### src/rtl/quadram_pkg.sv
// Shared constants and types for the quadram burst controller.
// Bank select lives in the top address bits; the read buffer depth bounds outstanding reads.
package quadram_pkg;

    localparam int ADDR_WIDTH     = 11;
    localparam int RAM_ADDR_WIDTH = 9;
    localparam int BANK_MSB       = 10;
    localparam int BANK_LSB       = 9;
    localparam int RD_FIFO_DEPTH  = 4;

    typedef enum logic [2:0] {
        IDLE,
        WRITE,
        READ,
        DRAIN,
        FIN
    } quadram_ctrl_state_t;

endpackage

### src/rtl/quadram_rd_fifo.sv
// Read-return buffer: push lands in the registered head one cycle later (valid/data are flops).
// No internal backpressure: the producer must never push into a full buffer; pop only counts when valid.
module quadram_rd_fifo #(
    parameter int WIDTH = 32,
    parameter int DEPTH = quadram_pkg::RD_FIFO_DEPTH
) (
    input  logic                         clk,
    input  logic                         rst_n,
    input  logic                         push_i,
    input  logic [WIDTH-1:0]             din_i,
    input  logic                         pop_i,
    output logic                         valid_o,
    output logic [WIDTH-1:0]             data_o,
    output logic [$clog2(DEPTH+1)-1:0]   occ_o
);
    import quadram_pkg::*;

    localparam int PW = $clog2(DEPTH);
    localparam int CW = $clog2(DEPTH + 1);

    logic [WIDTH-1:0] mem_q [DEPTH];
    logic [PW-1:0]    wr_ptr_q, rd_ptr_q, rd_ptr_d;
    logic [CW-1:0]    occ_q, occ_d, kept;
    logic             valid_q, do_pop;
    logic [WIDTH-1:0] data_q, data_d;

    assign do_pop  = pop_i & valid_q;
    assign valid_o = valid_q;
    assign data_o  = data_q;
    assign occ_o   = occ_q;

    // The head register mirrors whichever entry will be oldest after this cycle.
    always_comb begin
        kept     = occ_q - CW'(do_pop);
        occ_d    = kept + CW'(push_i);
        rd_ptr_d = rd_ptr_q + PW'(do_pop);
        data_d   = data_q;
        if (kept != '0) begin
            data_d = mem_q[rd_ptr_d];
        end else if (push_i) begin
            data_d = din_i;
        end
    end

    always_ff @(posedge clk or negedge rst_n) begin
        if (!rst_n) begin
            wr_ptr_q <= '0;
            rd_ptr_q <= '0;
            occ_q    <= '0;
            valid_q  <= 1'b0;
            data_q   <= '0;
        end else begin
            if (push_i) begin
                wr_ptr_q <= wr_ptr_q + 1'b1;
            end
            rd_ptr_q <= rd_ptr_d;
            occ_q    <= occ_d;
            valid_q  <= (occ_d != '0);
            data_q   <= data_d;
        end
    end

    always_ff @(posedge clk) begin
        if (push_i) begin
            mem_q[wr_ptr_q] <= din_i;
        end
    end

endmodule

### src/rtl/quadram_ctrl.sv
// Burst initiator for quadram: writes hit the RAM in the wdata handshake cycle; reads return >=2 cycles after issue.
// Read issue stalls when buffer + in-flight reach 4 and inserts a bubble when the bank changes under a capture.
module quadram_ctrl #(
    parameter int ADDR_WIDTH = 11,
    parameter int DATA_WIDTH = 32,
    parameter int LEN_WIDTH  = 12
) (
    input  logic                  clk,
    input  logic                  rst_n,
    input  logic                  cmd_valid,
    output logic                  cmd_ready,
    input  logic                  cmd_write,
    input  logic [ADDR_WIDTH-1:0] cmd_addr,
    input  logic [LEN_WIDTH-1:0]  cmd_len,
    input  logic                  wdata_valid,
    output logic                  wdata_ready,
    input  logic [DATA_WIDTH-1:0] wdata,
    input  logic [3:0]            wstrb,
    output logic                  rdata_valid,
    input  logic                  rdata_ready,
    output logic [DATA_WIDTH-1:0] rdata,
    output logic                  done,
    output logic                  ram_en,
    output logic                  ram_wr,
    output logic [3:0]            ram_we,
    output logic [ADDR_WIDTH-1:0] ram_addr,
    output logic [DATA_WIDTH-1:0] ram_din,
    input  logic [DATA_WIDTH-1:0] ram_dout
);
    import quadram_pkg::*;

    localparam int OCC_W = $clog2(RD_FIFO_DEPTH + 1);

    quadram_ctrl_state_t   state_q;
    logic [ADDR_WIDTH-1:0] addr_q, last_addr_q;
    logic [DATA_WIDTH-1:0] last_din_q;
    logic [LEN_WIDTH-1:0]  rem_q, ret_q;
    logic                  inflight_q, done_q, cmd_ready_q, wdata_ready_q;
    logic [OCC_W-1:0]      occ;
    logic                  rd_pop, wr_acc, rd_acc, room, bank_bubble;

    assign cmd_ready   = cmd_ready_q;
    assign wdata_ready = wdata_ready_q;
    assign done        = done_q;
    assign rd_pop      = rdata_valid & rdata_ready;

    assign wr_acc      = wdata_ready_q & wdata_valid;
    assign room        = (int'(occ) + int'(inflight_q)) < RD_FIFO_DEPTH;
    // The RAM output mux follows the live address, so a capture must see its own bank.
    assign bank_bubble = inflight_q &&
                         (addr_q[BANK_MSB:BANK_LSB] != last_addr_q[BANK_MSB:BANK_LSB]);
    assign rd_acc      = (state_q == READ) && room && !bank_bubble;

    assign ram_en   = wr_acc | rd_acc;
    assign ram_wr   = wr_acc;
    assign ram_we   = wr_acc ? wstrb : 4'b0000;
    assign ram_addr = (wr_acc | rd_acc) ? addr_q : last_addr_q;
    assign ram_din  = wr_acc ? wdata : last_din_q;

    quadram_rd_fifo #(
        .WIDTH (DATA_WIDTH),
        .DEPTH (RD_FIFO_DEPTH)
    ) u_fifo (
        .clk     (clk),
        .rst_n   (rst_n),
        .push_i  (inflight_q),
        .din_i   (ram_dout),
        .pop_i   (rd_pop),
        .valid_o (rdata_valid),
        .data_o  (rdata),
        .occ_o   (occ)
    );

    always_ff @(posedge clk or negedge rst_n) begin
        if (!rst_n) begin
            state_q       <= IDLE;
            addr_q        <= '0;
            last_addr_q   <= '0;
            last_din_q    <= '0;
            rem_q         <= '0;
            ret_q         <= '0;
            inflight_q    <= 1'b0;
            done_q        <= 1'b0;
            cmd_ready_q   <= 1'b1;
            wdata_ready_q <= 1'b0;
        end else begin
            done_q     <= 1'b0;
            inflight_q <= rd_acc;
            if (wr_acc | rd_acc) begin
                last_addr_q <= addr_q;
                addr_q      <= addr_q + 1'b1;
                rem_q       <= rem_q - 1'b1;
            end
            if (wr_acc) begin
                last_din_q <= wdata;
            end
            if (rd_pop) begin
                ret_q <= ret_q - 1'b1;
            end
            case (state_q)
                IDLE: begin
                    if (cmd_valid) begin
                        addr_q      <= cmd_addr;
                        rem_q       <= cmd_len;
                        ret_q       <= cmd_len;
                        cmd_ready_q <= 1'b0;
                        if (cmd_len == '0) begin
                            state_q <= FIN;
                            done_q  <= 1'b1;
                        end else if (cmd_write) begin
                            state_q       <= WRITE;
                            wdata_ready_q <= 1'b1;
                        end else begin
                            state_q <= READ;
                        end
                    end
                end
                WRITE: begin
                    if (wr_acc && rem_q == LEN_WIDTH'(1)) begin
                        state_q       <= FIN;
                        done_q        <= 1'b1;
                        wdata_ready_q <= 1'b0;
                    end
                end
                READ: begin
                    if (rd_acc && rem_q == LEN_WIDTH'(1)) begin
                        state_q <= DRAIN;
                    end
                end
                DRAIN: begin
                    if (rd_pop && ret_q == LEN_WIDTH'(1)) begin
                        state_q <= FIN;
                        done_q  <= 1'b1;
                    end
                end
                FIN: begin
                    state_q     <= IDLE;
                    cmd_ready_q <= 1'b1;
                end
                default: begin
                    state_q     <= IDLE;
                    cmd_ready_q <= 1'b1;
                end
            endcase
        end
    end

endmodule

### config.mk
export PLATFORM = sky130hd
export DESIGN_NAME = quadram_ctrl
export DESIGN_NICKNAME = d
export VERILOG_FILES = /design/src/rtl/quadram_pkg.sv /design/src/rtl/quadram_rd_fifo.sv /design/src/rtl/quadram_ctrl.sv
export SDC_FILE = /design/constraint.sdc
export NUM_CORES = 1
export LEC_CHECK = 0
export BUFFER_PORTS_ARGS = -buffer_cell sky130_fd_sc_hd__buf_2
export CORE_UTILIZATION = 55
export CTS_CLUSTER_DIAMETER = 150
export CTS_CLUSTER_SIZE = 14
export DETAILED_ROUTE_END_ITERATION = 16
export PLACE_DENSITY = 0.81
export SLEW_MARGIN = 10
export SYNTH_ARGS = -nofsm -noshare
export SYNTH_HDL_FRONTEND = slang
export SYNTH_HIERARCHICAL = 1
export SYNTH_SLANG_ARGS = --single-unit
### constraint.sdc
create_clock -name clk -period 3.3 [get_ports clk]
set_input_delay 0.33 -clock clk [delete_from_list [all_inputs] [get_ports clk]]
set_output_delay 0.33 -clock clk [all_outputs]
set_load 0.05 [all_outputs]
Word level (Yosys, flattened, before mapping) --
Memories as Yosys holds them, arrays and structs flattened. Cells that the tools add are included. W data, S select, Z words.
Word-level totals: register bits after elaboration 125, memory bits (writable) 128, input port bits 97, output and inout port bits 85, word-level logic and storage cells 94, memories 1
Operators by class: add/sub/neg operators 8, order comparisons 1, equal/unequal tests 12, multiplexer cells 35, bitwise logic cells 5, reductions and logical operators 17
Memories:
- u_fifo.mem_q | depth 4, width 32, rd ports 1, clocked after Yosys merged registers in 0, write ports 1, line quadram_rd_fifo.sv:21 | logic [WIDTH-1:0] mem_q [DEPTH];
Operators with widths (number):
- $mux W32 | 3
- $mux W12 | 6
- $mux W11 | 4
- $eq A12 B1 Y1 const B | 2
- $sub A12 B1 Y12 const B | 2
- $mux W3 | 5
- $logic_not A12 Y1 | 1
- $pmux W3 S4 | 1
- $add A11 B1 Y11 const B | 1
- $mux W1 | 11
- $ne A2 B2 Y1 const B | 5
- $eq A3 B2 Y1 const B | 2
- $logic_and A1 B1 Y1 | 6
- $reduce_bool A3 Y1 | 2
- $reduce_and A5 Y1 | 1
- $add A3 B1 Y4 | 1
- $lt A4 B3 Y1 const B | 1
- $mux W4 | 1
- $pmux W1 S2 | 2
- $reduce_and A4 Y1 | 1
- $reduce_bool A2 Y1 | 2
- $add A3 B1 Y3 | 1
- $and A1 B1 Y1 | 3
- $eq A3 B1 Y1 const B | 1
- other kinds (13) | 13

Logic depth before layout (Yosys ltp) --
depth after elaboration 8, gate-level depth with buffers 8, depth with buffers taken out 8

By module --
The synthesis kept the hierarchy.
By module, submodules not included:
- quadram_rd_fifo | times used 1, cells each 307, area each 6677.7 µm², seq. area each 4844.6 µm²
- quadram_ctrl | times used 1, cells each 349, area each 3961.3 µm², seq. area each 2128.3 µm²

Worst setup path after synthesis --
Ideal clock, no wire load.
path kind reg2out, from register state_q[2], to output port ram_addr[10], arrival 2825 ps, path slack 145 ps, cell stages (with the launch flop) 7, buffers on the path 2, path through dfrtp_1 -> or4b_4 -> and4b_1 -> buf_6 -> nor2_4 -> buf_1 -> o21ai_0
On the way: word-level cells in the longest chain between the ends 5
Ends and longest elaborated chain:
- start, declared | line quadram_ctrl.sv:34 | quadram_ctrl_state_t state_q;
- start signal, assigned | line quadram_ctrl.sv:76 | state_q <= IDLE;
- start signal, assigned | line quadram_ctrl.sv:108 | state_q <= FIN;
- start signal, assigned | line quadram_ctrl.sv:111 | state_q <= WRITE;
- $eq A3 B2 Y1 | line quadram_ctrl.sv:52 | assign rd_acc = (state_q == READ) && room && !bank_bubble;
- $logic_and A1 B1 Y1 (2 in a row) | line quadram_ctrl.sv:52
- $or A1 B1 Y1 | line quadram_ctrl.sv:57 | assign ram_addr = (wr_acc | rd_acc) ? addr_q : last_addr_q;
- $mux W11
- end, declared | line quadram_ctrl.sv:26 | output logic [ADDR_WIDTH-1:0] ram_addr,
Every way passes these cells.

Worst setup path in the final report --
from register state_q[2], to output port ram_addr[9]
Same word-level chain as after synthesis.

==> results.md <==
- Number of pins with negative max-slew slack in the final report: 0
- Via count: 6269
- Root Driver: sky130_fd_sc_hd__clkbuf_16
- Number of antenna violations at the first check in global routing: 0
- Clock Pin Slew Worst Setup and Hold Paths: 0.07 ns
- Number of buffers created by CTS: 22
- Slew HR: 44.0%
- Wirelength per Cell: 19.8 microns
- Number of antenna diodes: 0
- Fill cell count: 1339
- Post-Place Cell Area: 11900 sq um
- Number of distinct standard cells referenced by the synthesized netlist: 59
- Fraction of the core area covered by cells at the end of the flow: 66.6%
- GPL Wtd Cong: 0.851
- IO buf count: 181
- Number of ports placed on the die boundary: 182
- DIE AREA: 19900 sq um
- Hold crit path type: in2reg
- Sequential standard cell area: 6970 sq um
- TritonCTS clock tree: done
- Area of the multi-input gates: 3470 sq um
- YS warnings: 6
- Worst voltage drop across the vdd grid: 764 uV
- Number of synthesized register bits: 253
- Routed wire length: 22200 microns
- DP Worst Slack: 0.599 ns
- Maximum number of pins on one net before global-route repair: 110
- Sum Neg Setup Slack: 0 ns
- Clock network power share: 18.4%
- Run status: finished clean
- Post-Synthesis Cell Area: 10600 sq um
- Vertical die dimension: 141 microns
- Global-route wire length before repair: 34900 microns
- Power density normalized to cell area: 1030 nW/um^2
- Syn_nets: 766
- Sequential fraction of design power: 35.4%
- Timing-limited maximum frequency: 318 MHz
- Die Wd: 141 microns
- Sequential share of the synthesized area: 65.5%
- NumNets Final: 959
- Final worst path period need: 3.14 ns
- Count of max-cap constraint violations: 0
- Share of post-route cells with drive strength above 1: 42.5%
- CP Class: reg2out
- Number of global-route vias before repair: 6561
- Buffers inserted by post-CTS timing repair: 0
- Fraction of the cycle the final worst path needs: 95.3%
- Drt pass-1 iters: 4
- Final Setup Violations: 0
- Number of remaining DRC errors: 0
- Critical path data required time: 2.97 ns
- Number of H-tree levels: 1
- Switching power summed over all nets: 5.23 mW
- Endpoint arrival time on the critical path: 2.81 ns
- TritonCTS Sinks: 253
- Total power after layout: 12.9 mW
- CTS max path bufs: 3
- Hold Fails Final Rpt: 0
- Clock network latency to the later pin of the worst-skew pair: 0.52 ns
- Detail Placement HPWL: 14400 microns
- Switching power share of the total: 40.7%
- Initial cell density of the core: 56.5%
- Instance count of the mapped netlist: 656
- Type of origin of the critical path: flip-flop
- Drt via density: 5.58
- Post-detailed-route count of antenna-violating nets: 0
- Area added between synthesis and finish: 17.9%
- Post-route cell area: 12500 sq um
- Setup repair after global routing missed its margin: no
- Logic gate share of total power: 46.1%
- Commonest non-fill, non-tap cell in the layout: sky130_fd_sc_hd__buf_2
- Leakage power: 4.94 nW
- Share of flip-flops with an asynchronous set or reset: 49.4%
- Total overflow reported by the global router: 0
- Fin Clk Skew: 0.0212 ns
- Post-synth EDFFs: 128
- Internal cell power: 7.62 mW
- Post-route setup slack: 0.156 ns
- Leading cell types in the layout, fill and taps excluded: 180 x sky130_fd_sc_hd__buf_2, 128 x sky130_fd_sc_hd__edfxtp_1, 123 x sky130_fd_sc_hd__dfrtp_1, 90 x sky130_fd_sc_hd__mux2_2, 32 x sky130_fd_sc_hd__mux4_2
- Core region area: 18800 sq um
- Post-synthesis average cell area: 16.2 sq um
- Number of placement rows: 50
- Number of violations reported at the end of detailed-routing iteration 0: 360
- Overall track demand over capacity in global routing: 22.9%
- Largest driver fanout on the critical path: 18
- Crit end category: output port
- Top_reg_cell synth: sky130_fd_sc_hd__edfxtp_1
- Transition time of the tightest slew-check pin: 0.840 ns
area by class of cell:
type	count	share of cell area, %
multi-input combinational	363	27.7
inverter	14	0.419
sequential	253	55.6
tap	260	2.59
clock inverter	2	0.369
clock buffer	36	4.81
timing repair buffer	195	8.50
worst max-delay path: stages (launching register included):
cell	delay (ns)
sky130_fd_sc_hd__dfrtp_1	0.46
sky130_fd_sc_hd__or4b_4	0.57
sky130_fd_sc_hd__and4b_2	0.42
sky130_fd_sc_hd__nor2_4	0.15
sky130_fd_sc_hd__inv_2	0.14
sky130_fd_sc_hd__mux2_2	0.35
sky130_fd_sc_hd__buf_2	0.21
synth_stat cells (all sizes together), types with 2 or more instances:
cell	instances	area share (%)
nor3	3	0.14
clkbuf	13	0.46
o31ai	4	0.28
mux4	32	6.8
and2	6	0.35
o2bb2ai	2	0.16
or4b	2	0.22
nor4	5	0.29
o31a	2	0.16
dfrtp	124	29
nand3b	2	0.14
nand2	24	0.85
or4	4	0.32
inv	14	0.49
a21oi	25	1.2
o21ai	20	0.98
a211oi	2	0.14
nand2b	3	0.18
nand4b	3	0.25
edfxtp	128	36
buf	13	1.0
a31oi	7	0.41
and3	4	0.24
ha	13	1.5
o211ai	3	0.26
nor4bb	2	0.19
nor4b	2	0.31
mux2	106	12
nor2	24	0.92
xor2	15	1.2
xnor2	15	1.2
or3	12	0.71
nand3	8	0.38
per-layer routing:
| metal | share of wire, % | wire (microns) | vias up | global-route usage, % |
|---|---|---|---|---|
| met5 | 0 | 0 | - | 0 |
| met4 | 2.2 | 491 | 0 | 6.35 |
| met3 | 5.6 | 1240 | 41 | 4.62 |
| met2 | 51 | 11300 | 193 | 39.2 |
| met1 | 42 | 9230 | 3162 | 29.8 |
| li1 | - | - | 2873 | - |
final timing paths:
path                                     start                 end  slack [ns]  cells past startpoint
worst min register to register  last_addr_q[7]      last_addr_q[7]        0.49                      1
worst max-delay path                state_q[2]         ram_addr[9]        0.16                      6
max in group asynchronous                rst_n          inflight_q        2.14                      3
worst max register to register  u_fifo/valid_o    u_fifo/data_o[2]        0.59                      8
min in group asynchronous                rst_n    u_fifo/data_o[6]        0.26                      2
worst min-delay path               ram_dout[3]  u_fifo/mem_q[1][3]        0.04                      1
repair_timing:
item	in CTS	in global routing
hold buffers	1	0
resized for setup	0	1
endpoints found under the hold margin	16	0
setup endpoints to repair	0	1
through the flow:
step           cells  hold WS (ns)
2_1_floorplan    656        0.0344
3_3_place_gp    1084         0.230
3_5_place_dp    1084         0.234
4_1_cts         1123        0.0232
5_1_grt         1123        0.0279
6_report        1123        0.0421
power by group through the flow:
stage	Combinational [mW]	Sequential [mW]	Clock (mW)
2_1_floorplan	4.03	5.25	0
3_3_place_gp	5.79	4.59	0
3_5_place_dp	5.93	4.61	0
4_1_cts	5.99	4.56	2.42
5_1_grt	6.27	4.65	2.54
6_report	5.93	4.56	2.37
flip-flops by register name, summed over array words and instances, names as in the netlist:
signal,cells
addr_q,11
cmd_ready,1
done,1
inflight_q,1
last_addr_q,11
last_din_q,32
rem_q,12
ret_q,12
state_q,3
u_fifo/data_o,32
u_fifo/mem_q,128
u_fifo/occ_o,3
u_fifo/rd_ptr_q,2
u_fifo/valid_o,1
u_fifo/wr_ptr_q,2
wdata_ready,1
cells by family after synthesis:
group	synth area share, %
AO/OA/AOI/OAI	4.18
XOR/XNOR	2.47
buffers and inverters	1.96
AND/OR/NAND/NOR	5.88
flip-flops	65.5
multiplexers	18.4
adder cells (fa/ha/maj)	1.53
No activity file was read; power rests on OpenSTA's default activity.
